[src/rtl/conv_mac_pkg.sv]
// conv_mac_pkg: shared helpers for the conv_mac_pipe MAC slice.
//   widths_legal : elaboration-time legality of the depth/width parameters
//   sat_max/min  : signed saturation limits for a result of width w
package conv_mac_pkg;

  localparam int MAX_STAGE = 6;

  function automatic bit widths_legal(input int id, input int num_stage,
                                      input int w0, input int w1,
                                      input int wacc, input int wout);
    return (id >= 0) && (num_stage >= 1) && (num_stage <= MAX_STAGE) &&
           (wacc >= w0 + w1) && (wout >= 2) && (wout <= wacc) && (wacc <= 63);
  endfunction

  function automatic logic signed [63:0] sat_max(input int w);
    return (64'sd1 <<< (w - 1)) - 64'sd1;
  endfunction

  function automatic logic signed [63:0] sat_min(input int w);
    return -(64'sd1 <<< (w - 1));
  endfunction

endpackage

[src/rtl/conv_mac_mul_pipe.sv]
// conv_mac_mul_pipe: signed a*b multiplier followed by NUM_STAGE-1 extra
// registers (NUM_STAGE total), written so synthesis can pull the registers
// into a DSP block. No reset: validity is tracked by the caller's sideband.
//   clk, ce : clock and clock enable
//   a, b    : signed operands
//   p       : full-width signed product, NUM_STAGE ce-cycles after a/b
module conv_mac_mul_pipe #(
  parameter int NUM_STAGE = 3,
  parameter int A_W       = 8,
  parameter int B_W       = 16
) (
  input  logic                     clk,
  input  logic                     ce,
  input  logic signed [A_W-1:0]    a,
  input  logic signed [B_W-1:0]    b,
  output logic signed [A_W+B_W-1:0] p
);

  localparam int P_W = A_W + B_W;

  logic signed [P_W-1:0] stage_q [NUM_STAGE];

  always_ff @(posedge clk) begin
    if (ce) begin
      stage_q[0] <= a * b;
      for (int i = 1; i < NUM_STAGE; i++) begin
        stage_q[i] <= stage_q[i-1];
      end
    end
  end

  assign p = stage_q[NUM_STAGE-1];

endmodule

[src/rtl/conv_mac_pipe.sv]
// conv_mac_pipe: pipelined signed multiply-accumulate over framed windows.
// One beat per ce-cycle; one saturated/truncated result per window.
//   clk, reset (sync, active-high), ce (global hold)
//   in_valid/in_first/in_last, din0 (weight), din1 (activation) : beat
//   dout, out_valid, overflow : window result, one ce-cycle pulse
module conv_mac_pipe
  import conv_mac_pkg::*;
#(
  parameter int ID         = 1,
  parameter int NUM_STAGE  = 3,
  parameter int din0_WIDTH = 8,
  parameter int din1_WIDTH = 16,
  parameter int ACC_WIDTH  = 32,
  parameter int dout_WIDTH = 24,
  parameter bit SAT        = 1'b1
) (
  input  logic                         clk,
  input  logic                         reset,
  input  logic                         ce,
  input  logic                         in_valid,
  input  logic                         in_first,
  input  logic                         in_last,
  input  logic signed [din0_WIDTH-1:0] din0,
  input  logic signed [din1_WIDTH-1:0] din1,
  output logic signed [dout_WIDTH-1:0] dout,
  output logic                         out_valid,
  output logic                         overflow
);

  localparam int P_W = din0_WIDTH + din1_WIDTH;
  localparam logic signed [dout_WIDTH-1:0] DOUT_MAX = dout_WIDTH'(sat_max(dout_WIDTH));
  localparam logic signed [dout_WIDTH-1:0] DOUT_MIN = dout_WIDTH'(sat_min(dout_WIDTH));

  if (!widths_legal(ID, NUM_STAGE, din0_WIDTH, din1_WIDTH, ACC_WIDTH, dout_WIDTH)) begin : g_illegal
    $error("conv_mac_pipe: illegal NUM_STAGE/width parameters");
  end

  logic signed [P_W-1:0]        p_mul;
  logic signed [ACC_WIDTH-1:0]  p_ext;
  logic [NUM_STAGE-1:0]         vld_q, fst_q, lst_q;
  logic signed [ACC_WIDTH-1:0]  acc_q, acc_d;
  logic                         done_q;
  logic signed [dout_WIDTH-1:0] dout_q, conv_d, low;
  logic                         out_valid_q, ovf_q, conv_ovf, fits;

  conv_mac_mul_pipe #(
    .NUM_STAGE (NUM_STAGE),
    .A_W       (din0_WIDTH),
    .B_W       (din1_WIDTH)
  ) u_mul (
    .clk (clk),
    .ce  (ce),
    .a   (din0),
    .b   (din1),
    .p   (p_mul)
  );

  assign p_ext = ACC_WIDTH'(p_mul);

  always_comb begin
    acc_d = acc_q;
    if (vld_q[NUM_STAGE-1]) begin
      acc_d = fst_q[NUM_STAGE-1] ? p_ext : acc_q + p_ext;
    end
  end

  // The result fits iff the bits above dout_WIDTH are a sign extension.
  always_comb begin
    low      = acc_q[dout_WIDTH-1:0];
    fits     = (ACC_WIDTH'(low) == acc_q);
    conv_d   = low;
    conv_ovf = !fits;
    if (SAT && !fits) begin
      conv_d = acc_q[ACC_WIDTH-1] ? DOUT_MIN : DOUT_MAX;
    end
  end

  always_ff @(posedge clk) begin
    if (reset) begin
      vld_q       <= '0;
      fst_q       <= '0;
      lst_q       <= '0;
      acc_q       <= '0;
      done_q      <= 1'b0;
      dout_q      <= '0;
      out_valid_q <= 1'b0;
      ovf_q       <= 1'b0;
    end else if (ce) begin
      vld_q[0] <= in_valid;
      fst_q[0] <= in_first;
      lst_q[0] <= in_last;
      for (int i = 1; i < NUM_STAGE; i++) begin
        vld_q[i] <= vld_q[i-1];
        fst_q[i] <= fst_q[i-1];
        lst_q[i] <= lst_q[i-1];
      end
      acc_q       <= acc_d;
      // done_q marks that acc_q now holds a finished window sum.
      done_q      <= vld_q[NUM_STAGE-1] & lst_q[NUM_STAGE-1];
      out_valid_q <= done_q;
      if (done_q) begin
        dout_q <= conv_d;
        ovf_q  <= conv_ovf;
      end
    end
  end

  assign dout      = dout_q;
  assign out_valid = out_valid_q;
  assign overflow  = ovf_q;

endmodule

[config.mk]
export PLATFORM = sky130hd
export DESIGN_NAME = conv_mac_pipe
export DESIGN_NICKNAME = d
export VERILOG_FILES = /design/src/rtl/conv_mac_pkg.sv /design/src/rtl/conv_mac_mul_pipe.sv /design/src/rtl/conv_mac_pipe.sv
export SDC_FILE = /design/constraint.sdc
export NUM_CORES = 1
export LEC_CHECK = 0
export ABC_CLOCK_PERIOD_IN_PS = 9360
export CAP_MARGIN = 5
export CORE_MARGIN = 3
export CORE_UTILIZATION = 55
export CTS_CLUSTER_SIZE = 25
export DETAILED_ROUTE_END_ITERATION = 10
export PLACE_DENSITY = 0.74
export SKIP_LAST_GASP = 1
export SLEW_MARGIN = 5
export SYNTH_ARGS = -nofsm -noshare
export SYNTH_HDL_FRONTEND = slang
export SYNTH_SLANG_ARGS = --single-unit
export TNS_END_PERCENT = 30
[constraint.sdc]
create_clock -name clk -period 9.36 [get_ports clk]
set_clock_uncertainty 0.2 [all_clocks]
set_input_delay 1.404 -clock clk [delete_from_list [all_inputs] [get_ports clk]]
set_output_delay 1.404 -clock clk [all_outputs]
set_load 0.01 [all_outputs]
## Word level (Yosys, flattened, before mapping)

Memory sizes are Yosys's and may differ from the RTL's.
Index checks and enable logic that the tools add are counted.

- Add/sub/neg operators: 1
- $mul: 1
- Eq/ne operators: 1
- Multiplexer cells: 5
- Bitwise logic cells: 1
- Reductions and logical operators: 3

Operators with widths:

| cell | count |
|---|---|
| $mux 24 | 2 |
| $add 32x24->32 | 1 |
| $mux 32 | 1 |
| $mul 8x16->24 | 1 |
| $eq 1x8->1 | 1 |
| $reduce_and 2->1 | 2 |
| $mux 1 | 2 |
| $and 1x1->1 | 1 |
| $logic_not 1->1 | 1 |

- Flip-flop bits (word level): 68
- Memory bits (writable): 72
- Bits of input ports: 30
- Output and inout bits: 26
- Word-level logic and storage cells: 21
- Memories kept: 1

Memory list:

| name | words | width | read ports | clocked after memory_dff | write ports | line | RTL |
|---|---|---|---|---|---|---|---|
| u_mul.stage_q | 3 | 24 | 3 | 0 | 3 | conv_mac_mul_pipe.sv:21 | `logic signed [P_W-1:0] stage_q [NUM_STAGE];` |

## Longest topological paths before layout

Gate-level depths: netlist of run 1.

- Word-level depth: 2
- Mapped depth: 20
- Gate-level depth less buffers: 19

## Hierarchy

A second synthesis of run 1 with hierarchy kept.

- Cells, all modules: 1170
- Area, all modules: 11267.1 µm²

Modules (own cells, without submodules):

| module | times used | cells each | area an instance (µm²) | sequential area each (µm²) |
|---|---|---|---|---|
| conv_mac_mul_pipe | 1 | 634 | 7004.2 | 2162.1 |
| conv_mac_pipe | 1 | 536 | 4262.8 | 1361.3 |

## Worst setup path before layout of run 1

OpenSTA, ideal clock, no wires.

- Path type: input -> register
- Start point: input port din0[7]
- End point: memory u_mul.stage_q[0][22] in the netlist's numbering (data pin)
- Arrival: 5872 ps
- Slack: 3030 ps
- Stages on the path: 17
- Path buffers: 1
- Cells stage by stage: inv_1 -> buf_1 -> nor2_1 -> fa_1 -> fa_1 -> fa_1 -> inv_1 -> fa_1 -> inv_1 -> ha_1 -> or4_1 -> o21ai_0 -> a31oi_1 -> a221oi_1 -> o2111ai_1 -> a21oi_1 -> xnor2_1

RTL lines:

| element | line | RTL |
|---|---|---|
| start: declaration | conv_mac_pipe.sv:23 | `input logic signed [din0_WIDTH-1:0] din0,` |
| end: declaration | conv_mac_mul_pipe.sv:21 |  |

==> flow_metrics.tcl, run 1 <==
set metrics [dict create \
    die_w_um 146.9 \
    clockRootBuffer "clkbuf_16" \
    netlist_instances 1126 \
    die_h_um 146.9 \
    crit_start "din0[7]" \
    dp.final_hpwl_mm 16.24 \
    initial_core_util_pct 57.20 \
    fin_crit_sh_pct 72.07 \
    grt-ovfl-total 0 \
    htree_levels 4 \
    first_iter_violations 360 \
    antenna_found_initial 0 \
    min_period_ps 6745 \
    post_cts_resized 0 \
    ir_drop_mv 0.1325 \
    fin_util_pct 64.40 \
    place_inst 1407 \
    path_max_fanout 15 \
    synth.most_common_cell "inv_1" \
    hp-start "u_mul.stage_q[0][10]$_DFFE_PP_" \
    nets 1376 \
    synth_commonest_cells "inv_1, fa_1, and2_1" \
    cp.required_ps 9330 \
    synth_fp_nets 1336 \
    core-area_mm2 0.01908 \
    grt_use_total_pct 20.89 \
    slew_headroom_pct 29.97 \
    p_sw_mw 0.9343 \
    swShare_pct 34.48 \
    place_area_mm2 0.01168 \
    seq_area_frac_synth_pct 32.28 \
    synth-edff-count 72 \
    ioPinCount 56 \
    tns_ps 0 \
    synthTopCellsByArea "edfxtp_1, fa_1, dfxtp_1" \
    fmax_mhz 148.3 \
    ys_types 59 \
    routabilityCongestion 0.9496 \
    antennaDiodeCount 0 \
    numCtsBuffers 17 \
    grt_max_degree 89 \
    synth_area_per_cell_um2 9.693 \
    cp-end-kind "register" \
    slew_viol_final 0 \
    finalHoldViolations 0 \
    hp-class "register to register" \
    via_count 7857 \
    async_reset_ff_share_pct 0 \
    wl_per_cell_um 14.91 \
    routed_wirelength_mm 21.46 \
    layout.cells.non_filler 1439 \
    seq_power_share_pct 31.7 \
    tightest_slew_ps 1050 \
    cp_data_arrival_time_ps 6720 \
    critPathKind "input port to register" \
    port_buffers 55 \
    yosys_warnings 0 \
    tritoncts "done" \
    p_leak_nw 5.277 \
    netlist_area_mm2 0.01091 \
    multi_input_area_mm2 0.006713 \
    status "finished clean" \
    fin_area_mm2 0.01229 \
    grt_pass1_wl_mm 37.56 \
    post-cts-setup-buffers 0 \
    clk_pin_slew_worst_paths_ps 60 \
    routed_via_density 5.460 \
    num_rows 50 \
    die_area_mm2 0.02157 \
    ys_ff_latch 140 \
    seq_area_mm2 0.003523 \
    drive_above_1_share_pct 3.817 \
    pwr-share-clk_pct 25.1 \
    max_cap_viol_count 0 \
    crit_path_start_kind "input port" \
    setup_viol 0 \
    intPower_mw 1.775 \
    grt_pass1_vias 8043 \
    cts_hold_buffers 0 \
    yosys.area.top_type_share_pct 19.81 \
    ant_nets 0 \
    rsz0062_at_grt "no" \
    pwr_density_cell_mw_per_mm2 220.5 \
    first_pass_iters 6 \
    nFillCells 1583 \
    cts_max_path_buffers 2 \
    drc 0 \
    p_comb_share_pct 43.2 \
    finalPower_mw 2.709 \
    clk_latency_ps 420 \
    synth_flop_cell "edfxtp_1" \
    area_growth_pct 12.59 \
    r2r_start "acc_q[0]$_SDFFE_PP0P_" \
    cts.sinks 140 \
    yosysTopAreaCell "edfxtp_1" \
]
## flip-flops by register name (all words and copies together), names as in the netlist
signal / count
vld_q: 3
out_valid: 1
overflow: 1
lst_q: 3
fst_q: 3
u_mul.stage_q: 72
done_q: 1
acc_q: 32
dout: 24
## worst max-delay path, stage by stage
cell and delay (ps):
clkdlybuf4s50_1 490, inv_1 450, nor2_1 130, fa_1 480, fa_1 520, fa_1 560, inv_1 60, fa_1 530
inv_1 50, ha_1 350, or4_1 520, o21ai_0 90, a31oi_1 110, a221oi_1 470, o2111ai_1 210, a21oi_1 210
xnor2_1 80
## kinds of logic after synthesis
| group | count (synthesis) | share of synthesized area, % |
|---|---|---|
| xor+xnor | 48 | 3.852 |
| compound gates | 219 | 13.16 |
| simple gates | 343 | 15.36 |
| fa+ha+maj | 180 | 27.79 |
| mux | 14 | 1.295 |
| buf+inv | 182 | 6.259 |
| flops | 140 | 32.28 |
## power by group through the flow
| stage | clock [mW] | sequential [mW] | combinational, mW |
|---|---|---|---|
| after floorplan | 0 | 0.857 | 0.941 |
| after global placement | 0 | 0.866 | 1.13 |
| after detailed placement | 0 | 0.871 | 1.18 |
| after CTS | 0.695 | 0.860 | 1.18 |
| after global routing | 0.724 | 0.869 | 1.36 |
| final | 0.680 | 0.859 | 1.17 |
## final timing paths
path	cells after the start	slack, ps	end
hold reg to reg	0	210	u_mul.stage_q[0][34]$_DFFE_PP_
hold / removal	0	210	u_mul.stage_q[0][34]$_DFFE_PP_
setup / recovery	17	2610	u_mul.stage_q[0][22]$_DFFE_PP_
setup reg to reg	12	6250	acc_q[24]$_SDFFE_PP0P_
## layer usage
metal,global-route usage [%],routed length (um),vias to the layer above
met1,28.11,9883,3756
met2,34.85,10280,184
met4,6.726,476,0
li1,-,-,3881
met3,3.331,813,36
met5,0,0,-
## stage by stage
step | setup WS, ps | hold slack [ps]
2_1_floorplan | 3030 | 200.3
3_3_place_gp | 2285 | 200.4
3_5_place_dp | 2163 | 204.5
4_1_cts | 2622 | 215.4
5_1_grt | 2353 | 217.3
6_report | 2615 | 214.6
## cell usage in the layout, fill, tap and decap left out, drive strengths merged, types with 8 or more instances in the layout
| cell | netlist | routed |
|---|---|---|
| a211oi | 30 | 30 |
| a21o | 18 | 18 |
| mux2i | 13 | 13 |
| and2 | 93 | 93 |
| nor2 | 80 | 80 |
| xor2 | 14 | 14 |
| a21oi | 65 | 65 |
| nand3 | 17 | 17 |
| a31oi | 9 | 9 |
| nand2b | 8 | 8 |
| clkdlybuf4s50 | 0 | 53 |
| o21ai | 38 | 38 |
| o21bai | 10 | 10 |
| fa | 104 | 104 |
| edfxtp | 72 | 72 |
| o211ai | 14 | 14 |
| ha | 76 | 76 |
| xnor2 | 34 | 34 |
| clkbuf | 37 | 19 |
| nor3 | 29 | 29 |
| inv | 142 | 145 |
| nand2 | 91 | 91 |
| dfxtp | 68 | 68 |
## cell type report
cell class,instances,area share [%]
clock inverters,13,1.354
clock buffers,19,3.605
flip-flops and latches,140,28.67
repair buffers,60,4.725
multi-input cells,804,54.63
inverters,143,4.368
well taps,260,2.647
No activity file was read; power rests on OpenSTA's default activity.
==> run 2: changes to the inputs <==
ABC_CLOCK_PERIOD_IN_PS = 6100   (was 9360)
PLACE_DENSITY = 0.77   (was 0.74)
clock period = 6.1 ns   (was 9.36 ns; I/O delays follow)
==> run 2 against run 1 <==
  * Sequential power grew 54%
  * Critical path depth grew 3
  * Count of clock-buffer cells in the layout is the same
  * Register-to-register slack lost 3300 ps
  * Wire length shrank 0.95%
  * Non-clock buffer count grew 54
  * Combinational power grew 75%
  * Via count grew 2.5%
  * Clock power grew 39%
  * Worst hold slack gained 2.8 ps
  * Cell count grew 3.8%
  * Sequential share of layout area shrank 0.79 points
==> flow_metrics.tcl, run 2 (same netlist as run 1, synthesis figures left out) <==
set metrics [dict create \
    status "finished clean" \
    dp_slack_ps -168.0 \
    largest_register "u_mul.stage_q" \
    clk_latency_ps 410 \
    largest_reg_flops 72 \
    min_period_ps 5860 \
    crit_top_cell "fa_1" \
    die_w_um 146.9 \
    critPathKind "input port to register" \
    critPathBufInv 5 \
    setup_viol 0 \
    p_leak_nw 5.514 \
    fmax_mhz 170.7 \
    cp-end-kind "register" \
    cts_max_path_buffers 2 \
    grt_pass1_wl_mm 37.42 \
    num_rows 50 \
    dp.final_hpwl_mm 16.64 \
    nFillCells 1506 \
    worst_slack_ps 240.0 \
    finalHoldViolations 0 \
    cts.sinks 140 \
    ir_drop_mv 0.2150 \
    tritoncts "done" \
    ant_nets 0 \
    grt_pass1_vias 8110 \
    grt_max_degree 89 \
    antennaDiodeCount 0 \
    critPathSlowestCell "clkdlybuf4s50_1" \
    fin_area_mm2 0.01264 \
    pwr_density_cell_mw_per_mm2 341.5 \
    rsz0062_at_grt "yes" \
    routabilityCongestion 0.9026 \
    antenna_found_initial 0 \
    ioPinCount 56 \
    max_cap_viol_count 0 \
    tightest_slew_ps 1043 \
    crit_path_start_kind "input port" \
    port_buffers 55 \
    fin_util_pct 66.24 \
    via_count 8051 \
    drc 0 \
    first_pass_iters 5 \
    cp.required_ps 6130 \
    core-area_mm2 0.01908 \
    wl_per_cell_um 14.23 \
    initial_core_util_pct 57.20 \
    place_area_mm2 0.01208 \
    clk_pin_slew_worst_paths_ps 60 \
    grt-ovfl-total 0 \
    area_growth_pct 15.80 \
    mostFrequentLayoutCells "inv_1, fa_1, and2_1" \
    clockRootBuffer "clkbuf_16" \
    die_h_um 146.9 \
    cp_top_family "adder cells" \
    fin_crit_sh_pct 96.06 \
    routed_via_density 5.392 \
    nets 1430 \
    numCtsBuffers 17 \
    routed_wirelength_mm 21.25 \
    worstPathCellList "clkdlybuf4s50_1 -> buf_4 -> and2_1 -> fa_1 -> fa_1 -> fa_1 -> inv_1 -> fa_1 -> inv_1 -> ha_1 -> nand3_1 -> a21oi_1 -> o41ai_1 -> buf_4 -> a21oi_1 -> nor2_1 -> a21oi_1 -> and2_1 -> o21ai_0 -> a221oi_1" \
    htree_levels 4 \
    slew_viol_final 0 \
    final_common_cell "inv_1" \
    max_stage_delay_ps 620 \
    cp_data_arrival_time_ps 5890 \
    drive_above_1_share_pct 8.029 \
    path_max_fanout 8 \
    hp-class "register to register" \
    slew_headroom_pct 30.44 \
    grt_use_total_pct 20.59 \
    die_area_mm2 0.02157 \
    first_iter_violations 392 \
]
run 2: worst paths after layout:
check	from	slack, ps	cells after the start	endpoint
max	din0[4]	240	20	u_mul.stage_q[0][21]$_DFFE_PP_
min	u_mul.stage_q[0][18]$_DFFE_PP_	220	0	u_mul.stage_q[0][42]$_DFFE_PP_
max reg2reg	u_mul.stage_q[0][51]$_DFFE_PP_	2950	10	acc_q[31]$_SDFFE_PP0P_
min reg2reg	u_mul.stage_q[0][18]$_DFFE_PP_	220	0	u_mul.stage_q[0][42]$_DFFE_PP_
run 2: stage by stage:
step / power, mW / TNS, ps / hold slack, ps / std cells
after floorplan: 2.758 / 0 / 200.3 / 1126
after global placement: 3.301 / -252.3 / 200.5 / 1461
after detailed placement: 3.394 / -526.6 / 204.5 / 1461
after CTS: 4.354 / 0 / 215.8 / 1493
after global routing: 4.699 / -26.03 / 220.7 / 1493
final: 4.317 / 0 / 217.4 / 1493
run 2: power breakdown:
part	internal, mW	leakage, nW	switching [mW]	total, mW
combinational	0.998	4.00	1.05	2.05
sequential	1.27	1.25	0.0537	1.32
clock	0.562	0.256	0.386	0.948
run 2: metal layers:
metal	GRT usage (%)	share of wire (%)
met5	0	0
met2	35.03	48
met3	3.146	4.4
met1	27.68	46
met4	5.503	1.3
run 2: repair_timing:
action                                  CTS  global route
hold buffers                              0             0
gates resized for setup                   0             1
endpoints found under the setup margin    0             2
setup buffers                             0             0
run 2: worst register-to-register path: stages (launching register included):
cell and delay [ps]:
edfxtp_1 430, ha_1 390, a21o_1 170, a21oi_1 180
nand4b_1 230, a21oi_1 320, nor4b_1 270, or2_1 220
o21ai_1 160, mux2_1 350, a31oi_1 160
run 2: area by class of cell:
class	instances	area, um2	share of cell area [%]
clock inverters	13	118.9	0.9405
repair buffers	114	988.4	7.821
multi-input cells	804	6713	53.11
clock buffers	19	432.9	3.425
flip-flops and latches	140	3523	27.88
inverters	143	536.8	4.247
well taps	260	325.3	2.574
==> run 3: changes to the inputs <==
SKIP_CTS_REPAIR_TIMING = 1   (was not set)
==> results of run 3 <==
Final layout, timing and power as in run 2 (identical DEF).
